`src/rtl/id_issue_pkg.sv`:
```
// Shared ALU function codes, MIPS encodings and op bundle.
// Used by the decoder, the issue buffer and the ALU.
package id_issue_pkg;

  typedef enum logic [5:0] {
    ALU_ADD = 6'b000000,
    ALU_SUB = 6'b000001,
    ALU_AND = 6'b011000,
    ALU_OR  = 6'b011110,
    ALU_XOR = 6'b010110,
    ALU_NOR = 6'b010001,
    ALU_SLL = 6'b100000,
    ALU_SRL = 6'b100001,
    ALU_SRA = 6'b100011,
    ALU_EQ  = 6'b110011,
    ALU_NEQ = 6'b110001,
    ALU_LT  = 6'b110101,
    ALU_LEZ = 6'b111101,
    ALU_GEZ = 6'b111001,
    ALU_GTZ = 6'b111111
  } alu_fun_e;

  localparam logic [5:0] OP_RTYPE  = 6'b000000;
  localparam logic [5:0] OP_REGIMM = 6'b000001;
  localparam logic [5:0] OP_BEQ    = 6'b000100;
  localparam logic [5:0] OP_BNE    = 6'b000101;
  localparam logic [5:0] OP_BLEZ   = 6'b000110;
  localparam logic [5:0] OP_BGTZ   = 6'b000111;
  localparam logic [5:0] OP_ADDI   = 6'b001000;
  localparam logic [5:0] OP_ADDIU  = 6'b001001;
  localparam logic [5:0] OP_SLTI   = 6'b001010;
  localparam logic [5:0] OP_SLTIU  = 6'b001011;
  localparam logic [5:0] OP_ANDI   = 6'b001100;
  localparam logic [5:0] OP_ORI    = 6'b001101;
  localparam logic [5:0] OP_XORI   = 6'b001110;
  localparam logic [5:0] OP_LUI    = 6'b001111;

  localparam logic [5:0] FN_SLL  = 6'b000000;
  localparam logic [5:0] FN_SRL  = 6'b000010;
  localparam logic [5:0] FN_SRA  = 6'b000011;
  localparam logic [5:0] FN_ADD  = 6'b100000;
  localparam logic [5:0] FN_ADDU = 6'b100001;
  localparam logic [5:0] FN_SUB  = 6'b100010;
  localparam logic [5:0] FN_SUBU = 6'b100011;
  localparam logic [5:0] FN_AND  = 6'b100100;
  localparam logic [5:0] FN_OR   = 6'b100101;
  localparam logic [5:0] FN_XOR  = 6'b100110;
  localparam logic [5:0] FN_NOR  = 6'b100111;
  localparam logic [5:0] FN_SLT  = 6'b101010;
  localparam logic [5:0] FN_SLTU = 6'b101011;

  localparam logic [4:0] RT_BGEZ = 5'b00001;

  typedef struct packed {
    logic [31:0] a;
    logic [31:0] b;
    alu_fun_e    fun;
    logic        sign;
    logic [4:0]  reg_dst;
    logic        reg_write;
    logic        illegal;
  } alu_op_t;

  function automatic logic [31:0] sext16(logic [15:0] v);
    return {{16{v[15]}}, v};
  endfunction

  function automatic logic [31:0] zext16(logic [15:0] v);
    return {16'd0, v};
  endfunction

  // Unsupported encodings issue as a harmless ADD 0,0 with no write.
  function automatic alu_op_t illegal_op();
    alu_op_t o;
    o = '0;
    o.fun = ALU_ADD;
    o.illegal = 1'b1;
    return o;
  endfunction

endpackage

```
`src/rtl/id_issue_if.sv`:
```
// Upstream instruction beat and downstream ALU op handshakes.
// slave = the issue stage, master = the driver/consumer side.
interface id_issue_if;

  logic        iInstValid;
  logic        oInstReady;
  logic [31:0] iInstr;
  logic [31:0] iRsData;
  logic [31:0] iRtData;

  logic        oValid;
  logic        iExReady;
  logic [31:0] oA;
  logic [31:0] oB;
  logic [5:0]  oALUFun;
  logic        oSign;
  logic [4:0]  oRegDst;
  logic        oRegWrite;
  logic        oIllegal;

  modport slave (
    input  iInstValid, iInstr, iRsData, iRtData, iExReady,
    output oInstReady, oValid, oA, oB, oALUFun, oSign,
    output oRegDst, oRegWrite, oIllegal
  );

  modport master (
    output iInstValid, iInstr, iRsData, iRtData, iExReady,
    input  oInstReady, oValid, oA, oB, oALUFun, oSign,
    input  oRegDst, oRegWrite, oIllegal
  );

endinterface

```
`src/rtl/id_issue_alu_op_decode.sv`:
```
// Combinational MIPS -> ALU op decoder.
// Operand muxing is done here so the buffer stores ready operands.
module alu_op_decode
  import id_issue_pkg::*;
(
  input  logic [31:0] instr,
  input  logic [31:0] rs_data,
  input  logic [31:0] rt_data,
  output alu_op_t     op
);

  logic [5:0]  opcode;
  logic [5:0]  funct;
  logic [4:0]  rt_f;
  logic [4:0]  rd_f;
  logic [4:0]  shamt;
  logic [15:0] imm;
  logic        unused_rs_field;

  assign opcode = instr[31:26];
  assign rt_f   = instr[20:16];
  assign rd_f   = instr[15:11];
  assign shamt  = instr[10:6];
  assign funct  = instr[5:0];
  assign imm    = instr[15:0];

  // rs arrives already read from the register file.
  assign unused_rs_field = ^instr[25:21];

  // Decode by opcode, then by funct for R-type.
  always_comb begin
    op = '0;
    op.fun = ALU_ADD;
    unique case (opcode)
      OP_RTYPE: begin
        op.a = rs_data;
        op.b = rt_data;
        op.reg_dst = rd_f;
        op.reg_write = 1'b1;
        unique case (funct)
          FN_ADD: begin
            op.fun = ALU_ADD;
            op.sign = 1'b1;
          end
          FN_ADDU: op.fun = ALU_ADD;
          FN_SUB: begin
            op.fun = ALU_SUB;
            op.sign = 1'b1;
          end
          FN_SUBU: op.fun = ALU_SUB;
          FN_AND:  op.fun = ALU_AND;
          FN_OR:   op.fun = ALU_OR;
          FN_XOR:  op.fun = ALU_XOR;
          FN_NOR:  op.fun = ALU_NOR;
          FN_SLT: begin
            op.fun = ALU_LT;
            op.sign = 1'b1;
          end
          FN_SLTU: op.fun = ALU_LT;
          FN_SLL: begin
            op.fun = ALU_SLL;
            op.a = {27'd0, shamt};
          end
          FN_SRL: begin
            op.fun = ALU_SRL;
            op.a = {27'd0, shamt};
          end
          FN_SRA: begin
            op.fun = ALU_SRA;
            op.a = {27'd0, shamt};
          end
          default: op = illegal_op();
        endcase
      end
      OP_ADDI, OP_ADDIU, OP_SLTI, OP_SLTIU: begin
        op.a = rs_data;
        op.b = sext16(imm);
        op.reg_dst = rt_f;
        op.reg_write = 1'b1;
        op.sign = (opcode == OP_ADDI)
               || (opcode == OP_SLTI);
        op.fun = (opcode == OP_SLTI || opcode == OP_SLTIU)
               ? ALU_LT : ALU_ADD;
      end
      OP_ANDI, OP_ORI, OP_XORI: begin
        op.a = rs_data;
        op.b = zext16(imm);
        op.reg_dst = rt_f;
        op.reg_write = 1'b1;
        unique case (opcode)
          OP_ANDI: op.fun = ALU_AND;
          OP_ORI:  op.fun = ALU_OR;
          default: op.fun = ALU_XOR;
        endcase
      end
      OP_LUI: begin
        op.fun = ALU_SLL;
        op.a = 32'd16;
        op.b = zext16(imm);
        op.reg_dst = rt_f;
        op.reg_write = 1'b1;
      end
      OP_BEQ, OP_BNE: begin
        op.fun = (opcode == OP_BEQ) ? ALU_EQ : ALU_NEQ;
        op.a = rs_data;
        op.b = rt_data;
        op.sign = 1'b1;
      end
      OP_BLEZ, OP_BGTZ: begin
        op.fun = (opcode == OP_BLEZ) ? ALU_LEZ : ALU_GTZ;
        op.a = rs_data;
        op.sign = 1'b1;
      end
      OP_REGIMM: begin
        if (rt_f == RT_BGEZ) begin
          op.fun = ALU_GEZ;
          op.a = rs_data;
          op.sign = 1'b1;
        end else begin
          op = illegal_op();
        end
      end
      default: op = illegal_op();
    endcase
    // Writes to $zero are dropped at issue.
    if (op.reg_dst == 5'd0) op.reg_write = 1'b0;
  end

endmodule

```
`src/rtl/id_issue.sv`:
```
// Decode/issue stage: decodes beats and buffers them in a
// two-entry skid buffer (main + skid) ahead of the ALU.
module id_issue
  import id_issue_pkg::*;
(
  input  logic       iClk,
  input  logic       iRst,
  input  logic       iFlush,
  id_issue_if.slave  bus
);

  alu_op_t dec_op;
  alu_op_t main_q, main_d;
  alu_op_t skid_q, skid_d;
  logic    main_v_q, main_v_d;
  logic    skid_v_q, skid_v_d;
  logic    ready_q;
  logic    accept;
  logic    issue;

  alu_op_decode u_dec (
    .instr   (bus.iInstr),
    .rs_data (bus.iRsData),
    .rt_data (bus.iRtData),
    .op      (dec_op)
  );

  // ready_q always mirrors "skid empty", kept as its own flop.
  assign accept = bus.iInstValid & ready_q;
  assign issue  = main_v_q & bus.iExReady;

  // Buffer next state; flush wins over accept and issue.
  always_comb begin
    main_d   = main_q;
    skid_d   = skid_q;
    main_v_d = main_v_q;
    skid_v_d = skid_v_q;
    if (iFlush) begin
      main_d   = '0;
      skid_d   = '0;
      main_v_d = 1'b0;
      skid_v_d = 1'b0;
    end else if (!main_v_q || issue) begin
      if (skid_v_q) begin
        main_d   = skid_q;
        main_v_d = 1'b1;
        skid_v_d = 1'b0;
      end else if (accept) begin
        main_d   = dec_op;
        main_v_d = 1'b1;
      end else begin
        main_v_d = 1'b0;
      end
    end else if (accept) begin
      skid_d   = dec_op;
      skid_v_d = 1'b1;
    end
  end

  // Buffer registers; reset clears everything and wins over flush.
  always_ff @(posedge iClk) begin
    if (iRst) begin
      main_q   <= '0;
      skid_q   <= '0;
      main_v_q <= 1'b0;
      skid_v_q <= 1'b0;
      ready_q  <= 1'b1;
    end else begin
      main_q   <= main_d;
      skid_q   <= skid_d;
      main_v_q <= main_v_d;
      skid_v_q <= skid_v_d;
      ready_q  <= ~skid_v_d;
    end
  end

  assign bus.oInstReady = ready_q;
  assign bus.oValid     = main_v_q;
  assign bus.oA         = main_q.a;
  assign bus.oB         = main_q.b;
  assign bus.oALUFun    = main_q.fun;
  assign bus.oSign      = main_q.sign;
  assign bus.oRegDst    = main_q.reg_dst;
  assign bus.oRegWrite  = main_q.reg_write;
  assign bus.oIllegal   = main_q.illegal;

endmodule

```
`src/flat_wrapper.sv`:
```
// flat-port wrapper written by rule: the top's interface ports become plain ports
module id_issue_flat import id_issue_pkg::*;
  (iClk, iRst, iFlush, bus_iInstValid, bus_iInstr, bus_iRsData, bus_iRtData, bus_iExReady, bus_oInstReady, bus_oValid, bus_oA, bus_oB, bus_oALUFun, bus_oSign, bus_oRegDst, bus_oRegWrite, bus_oIllegal);
  id_issue_if bus_i ();
  input  logic iClk;
  input  logic iRst;
  input  logic iFlush;
  input wire logic [$bits(bus_i.iInstValid)-1:0] bus_iInstValid;
  input wire logic [$bits(bus_i.iInstr)-1:0] bus_iInstr;
  input wire logic [$bits(bus_i.iRsData)-1:0] bus_iRsData;
  input wire logic [$bits(bus_i.iRtData)-1:0] bus_iRtData;
  input wire logic [$bits(bus_i.iExReady)-1:0] bus_iExReady;
  output wire logic [$bits(bus_i.oInstReady)-1:0] bus_oInstReady;
  output wire logic [$bits(bus_i.oValid)-1:0] bus_oValid;
  output wire logic [$bits(bus_i.oA)-1:0] bus_oA;
  output wire logic [$bits(bus_i.oB)-1:0] bus_oB;
  output wire logic [$bits(bus_i.oALUFun)-1:0] bus_oALUFun;
  output wire logic [$bits(bus_i.oSign)-1:0] bus_oSign;
  output wire logic [$bits(bus_i.oRegDst)-1:0] bus_oRegDst;
  output wire logic [$bits(bus_i.oRegWrite)-1:0] bus_oRegWrite;
  output wire logic [$bits(bus_i.oIllegal)-1:0] bus_oIllegal;
  assign bus_i.iInstValid = bus_iInstValid;
  assign bus_i.iInstr = bus_iInstr;
  assign bus_i.iRsData = bus_iRsData;
  assign bus_i.iRtData = bus_iRtData;
  assign bus_i.iExReady = bus_iExReady;
  assign bus_oInstReady = bus_i.oInstReady;
  assign bus_oValid = bus_i.oValid;
  assign bus_oA = bus_i.oA;
  assign bus_oB = bus_i.oB;
  assign bus_oALUFun = bus_i.oALUFun;
  assign bus_oSign = bus_i.oSign;
  assign bus_oRegDst = bus_i.oRegDst;
  assign bus_oRegWrite = bus_i.oRegWrite;
  assign bus_oIllegal = bus_i.oIllegal;
  id_issue u_core (.iClk(iClk), .iRst(iRst), .iFlush(iFlush), .bus(bus_i));
endmodule
```
`config.mk`:
```
export PLATFORM = sky130hd
export DESIGN_NAME = id_issue_flat
export DESIGN_NICKNAME = d
export VERILOG_FILES = /design/src/rtl/id_issue_pkg.sv /design/src/rtl/id_issue_if.sv /design/src/rtl/id_issue_alu_op_decode.sv /design/src/rtl/id_issue.sv /design/src/flat_wrapper.sv
export SDC_FILE = /design/constraint.sdc
export NUM_CORES = 1
export LEC_CHECK = 0
export ABC_CLOCK_PERIOD_IN_PS = 2110
export CORE_ASPECT_RATIO = 1.1
export CORE_MARGIN = 1
export CORE_UTILIZATION = 30
export CTS_BUF_LIST = sky130_fd_sc_hd__clkbuf_2
export DETAILED_ROUTE_END_ITERATION = 10
export HOLD_SLACK_MARGIN = 0.06
export PLACE_DENSITY_LB_ADDON = 0.3
export SLEW_MARGIN = 20
export SYNTH_ARGS = -nofsm -noshare
export SYNTH_HDL_FRONTEND = slang
export SYNTH_HIERARCHICAL = 1
export SYNTH_SLANG_ARGS = --single-unit
```
`constraint.sdc`:
```
create_clock -name iClk -period 2.11 [get_ports iClk]
set_input_delay 0.3165 -clock iClk [delete_from_list [all_inputs] [get_ports iClk]]
set_output_delay 0.3165 -clock iClk [all_outputs]
set_load 0.005 [all_outputs]
```
==> results by group <==
Power and ir drop
  • Maximum VDD drop: 0.4340 mV
  • Internal power: 4.285 mW
  • Switching portion of total power: 0.2900
  • Gate power share: 0.174
  • Pwr Density: 549.5 mW/mm2
  • Total Power: 6.035 mW
  • NetSw: 1.750 mW
  • Clk pwr share: 0.311
  • Sequential share of power: 0.514
  • Leak Pwr: 3.443 nW

Critical path
  • Required time of the critical path: 1790 ps
  • Worst path bufs/invs: 1
  • Worst flop-to-flop path startpoint: u_core/bus.oInstReady
  • Stages on the worst setup path: 1
  • Crit. End Element: output port
  • Critical Path Start: u_core/bus.oA[31]
  • FF-to-FF End: u_core/bus.oALUFun[3]
  • R2R cell count: 4
  • FF-to-FF setup slack: 710 ps
  • Crit path launch type: flop
  • Critical path endpoint: bus_oA[31]
  • CP cell instances: clkdlybuf4s50_1
  • Max stage delay on crit path: 560 ps
  • Delay-heaviest family, CP: buffers and inverters
  • CP max-delay cell: clkdlybuf4s50_1
  • CP arrival: 1660 ps
  • WS Path Type: flop to output port
  • Crit-path max FO: 2

Final layout
  • Most common cell after layout, fill and taps aside: clkdlybuf4s50_1
  • Commonest cells after routing, fill and taps aside: clkdlybuf4s50_1, nand2_1, a21oi_1
  • Nets: 1,252
  • Share of cells above drive strength 1: 0.1581
  • Fin cells: 1,520
  • Area grow syn2layout: 38.48%

Clock tree
  • Root buf cell: clkbuf_2
  • Clock network latency to the later pin of the worst-skew pair: 730 ps
  • H-tree lvl count: 4
  • CTS Hold Bufs: 0
  • Worst-path clk slew: 260 ps
  • TritonCTS Buffers: 17
  • CTS max path bufs: 2
  • CTS tree: built
  • CTS sink cnt: 159

STA
  • Crit path time final: 1979 ps
  • Worst Tran Pin Value: 545.0 ps
  • Slew margin rel.: 0.6366
  • Final hold vios: 0
  • Clk_skew: 30.18 ps
  • Final setup violation count: 0
  • Max Slew Vio Count: 0
  • Final setup TNS: 0 ps
  • Tcrit/Tclk final: 0.9379
  • Fmax: 505.3 MHz

Logic synthesis
  • Ys async rst share: 0
  • Top-area cell type share of the netlist area: 0.4013
  • Synth Instances: 962
  • Number of flops mapped to enable cells by yosys: 0
  • Top FF cell, synth: dfxtp_1
  • Syn avg cell area: 8.245 um2
  • Post-Syn Nets: 1,063
  • Synth Cell Area: 0.007931 mm2
  • Yosys reg bits: 159
  • Synth warn: 6
  • Register area share after synthesis: 0.4013
  • Area leader, netlist: dfxtp_1
  • Synth top area cells: dfxtp_1, a21oi_1, mux2i_1
  • Count of different cell masters after synthesis: 54

Drt
  • Routed wire length: 25,650 um
  • Residual DRC: 0
  • Iteration-0 DRC Markers: 387
  • ANT nets after route: 0
  • Wire per inst: 16.88 um
  • Detailed-route via count: 7,799
  • Vias per std cell: 5.131
  • First-pass DRT Iterations: 5

Die
  • Die height: 172.5 um
  • I/O Pins: 181
  • Core footprint: 0.02607 mm2
  • Die area: 0.02709 mm2
  • # rows: 62
  • Die span in x: 157.0 um
  • Initial Util: 0.3043

Global routing
  • Initial antenna violation count: 5
  • Largest net degree at the start of global routing: 81
  • Vias in the first global route: 7,621
  • Tot GR Track Use: 0.1919
  • Global route overflow: 0
  • Global-route wire length before repair: 41,000 um

Place
  • DP HPWL: 17,090 um
  • PortBufs: 175
  • Placed Cells: 1,484
  • Routability Congestion: 0.9184

Min path
  • Hold Path Class: input port to flop
  • WHS Path Cells: 4

Flow run
  • Max-cap violations: 0

Outcome
  • Status: finished, final reports clean
[synth_stat cells, types with 2 or more instances]
cell and count:
inv_1 10, o211ai_1 3, a211oi_1 59, a21oi_1 161, nor2_1 4, a22oi_1 2
buf_1 3, nand3_1 35, clkbuf_1 63, a211oi_2 21, a32oi_1 18, buf_6 4
or3_1 4, or2_1 2, dfxtp_1 159, a311o_1 2, a31o_1 2, o21ai_1 39
a31oi_1 17, mux2i_1 78, nand2b_1 4, buf_2 29, xnor2_1 2, buf_4 3
nand2_1 164, or4_1 2, o21ai_0 8, a32o_1 8, nor3_1 2, or4_4 2
nor2b_1 29
[how the worst min path moves through the flow]
stage	start	end	slack (ps)
2_1_floorplan	u_core/skid_q[0]	u_core/skid_q[0]	440
3_3_place_gp	u_core/skid_q[40]	u_core/skid_q[40]	440
3_5_place_dp	u_core/skid_q[39]	u_core/skid_q[39]	450
4_1_cts	bus_iRsData[20]	u_core/skid_q[66]	110
5_1_grt	bus_iRsData[14]	u_core/skid_q[60]	120
6_report	bus_iRsData[19]	u_core/skid_q[65]	210
[through the flow]
stage	hold WS (ps)	setup WS, ps	util	instance area, um2
2_1_floorplan	436.0	31.76	-	7931
6_report	208.7	131.1	0.4214	10980
4_1_cts	109.8	3.838	0.4200	10950
3_5_place_dp	446.6	-527.6	0.4094	10670
5_1_grt	122.9	-0.01055	0.4212	10980
3_3_place_gp	440.6	-527.8	0.4094	10670
[final cells by class]
| cell class | instances | area, um2 |
|---|---|---|
| fill | 2698 | 15080 |
| multi-input combinational | 690 | 4290 |
| sequential | 159 | 3213 |
| timing repair buffer | 272 | 2716 |
| tap | 352 | 440.4 |
| clock inverter | 15 | 186.4 |
| clock buffer | 17 | 85.08 |
| inverter | 11 | 41.29 |
| antenna | 4 | 10.01 |
[state kept, by name, summed over array words and instances, names as in the netlist, 5 cells and up]
signal,cells
u_core/skid_q,78
u_core/bus.oRegDst,5
u_core/bus.oB,32
u_core/bus.oA,32
u_core/bus.oALUFun,6
[timing repair]
action / 4_1_cts / 5_1_grt
setup endpoints to repair: 4 / 16
setup buffers: 0 / 0
resized for setup: 5 / 17
[power by group through the flow]
stage	registers, mW	clock network (mW)	logic, mW
floorplan	3.16	0	0.459
global placement	3.16	0	1.05
detailed placement	3.16	0	1.05
CTS	3.11	1.96	1.06
global route	3.12	2.06	1.14
finish	3.10	1.88	1.05
[layer usage]
metal  vias to the layer above  global-route usage  part of all wire  wire, um
met2                       203              0.3074              0.46     11850
li1                       3861                   -                 -         -
met1                      3713              0.2536              0.46     11780
met5                         -                   0                 0         0
met3                        22             0.05338             0.066      1697
met4                         0             0.04612             0.013       326
[kinds of logic (layout without fill, tap and decap cells)]
group,count (synthesis),after routing,share of synthesized area
compound gates,348,348,0.2813
simple gates,261,261,0.1521
flops,159,159,0.4013
buf+inv,113,315,0.06326
mux,79,79,0.09986
xor+xnor,2,2,0.002209
other cells,0,4,0
(Power assumes the default switching activity.)
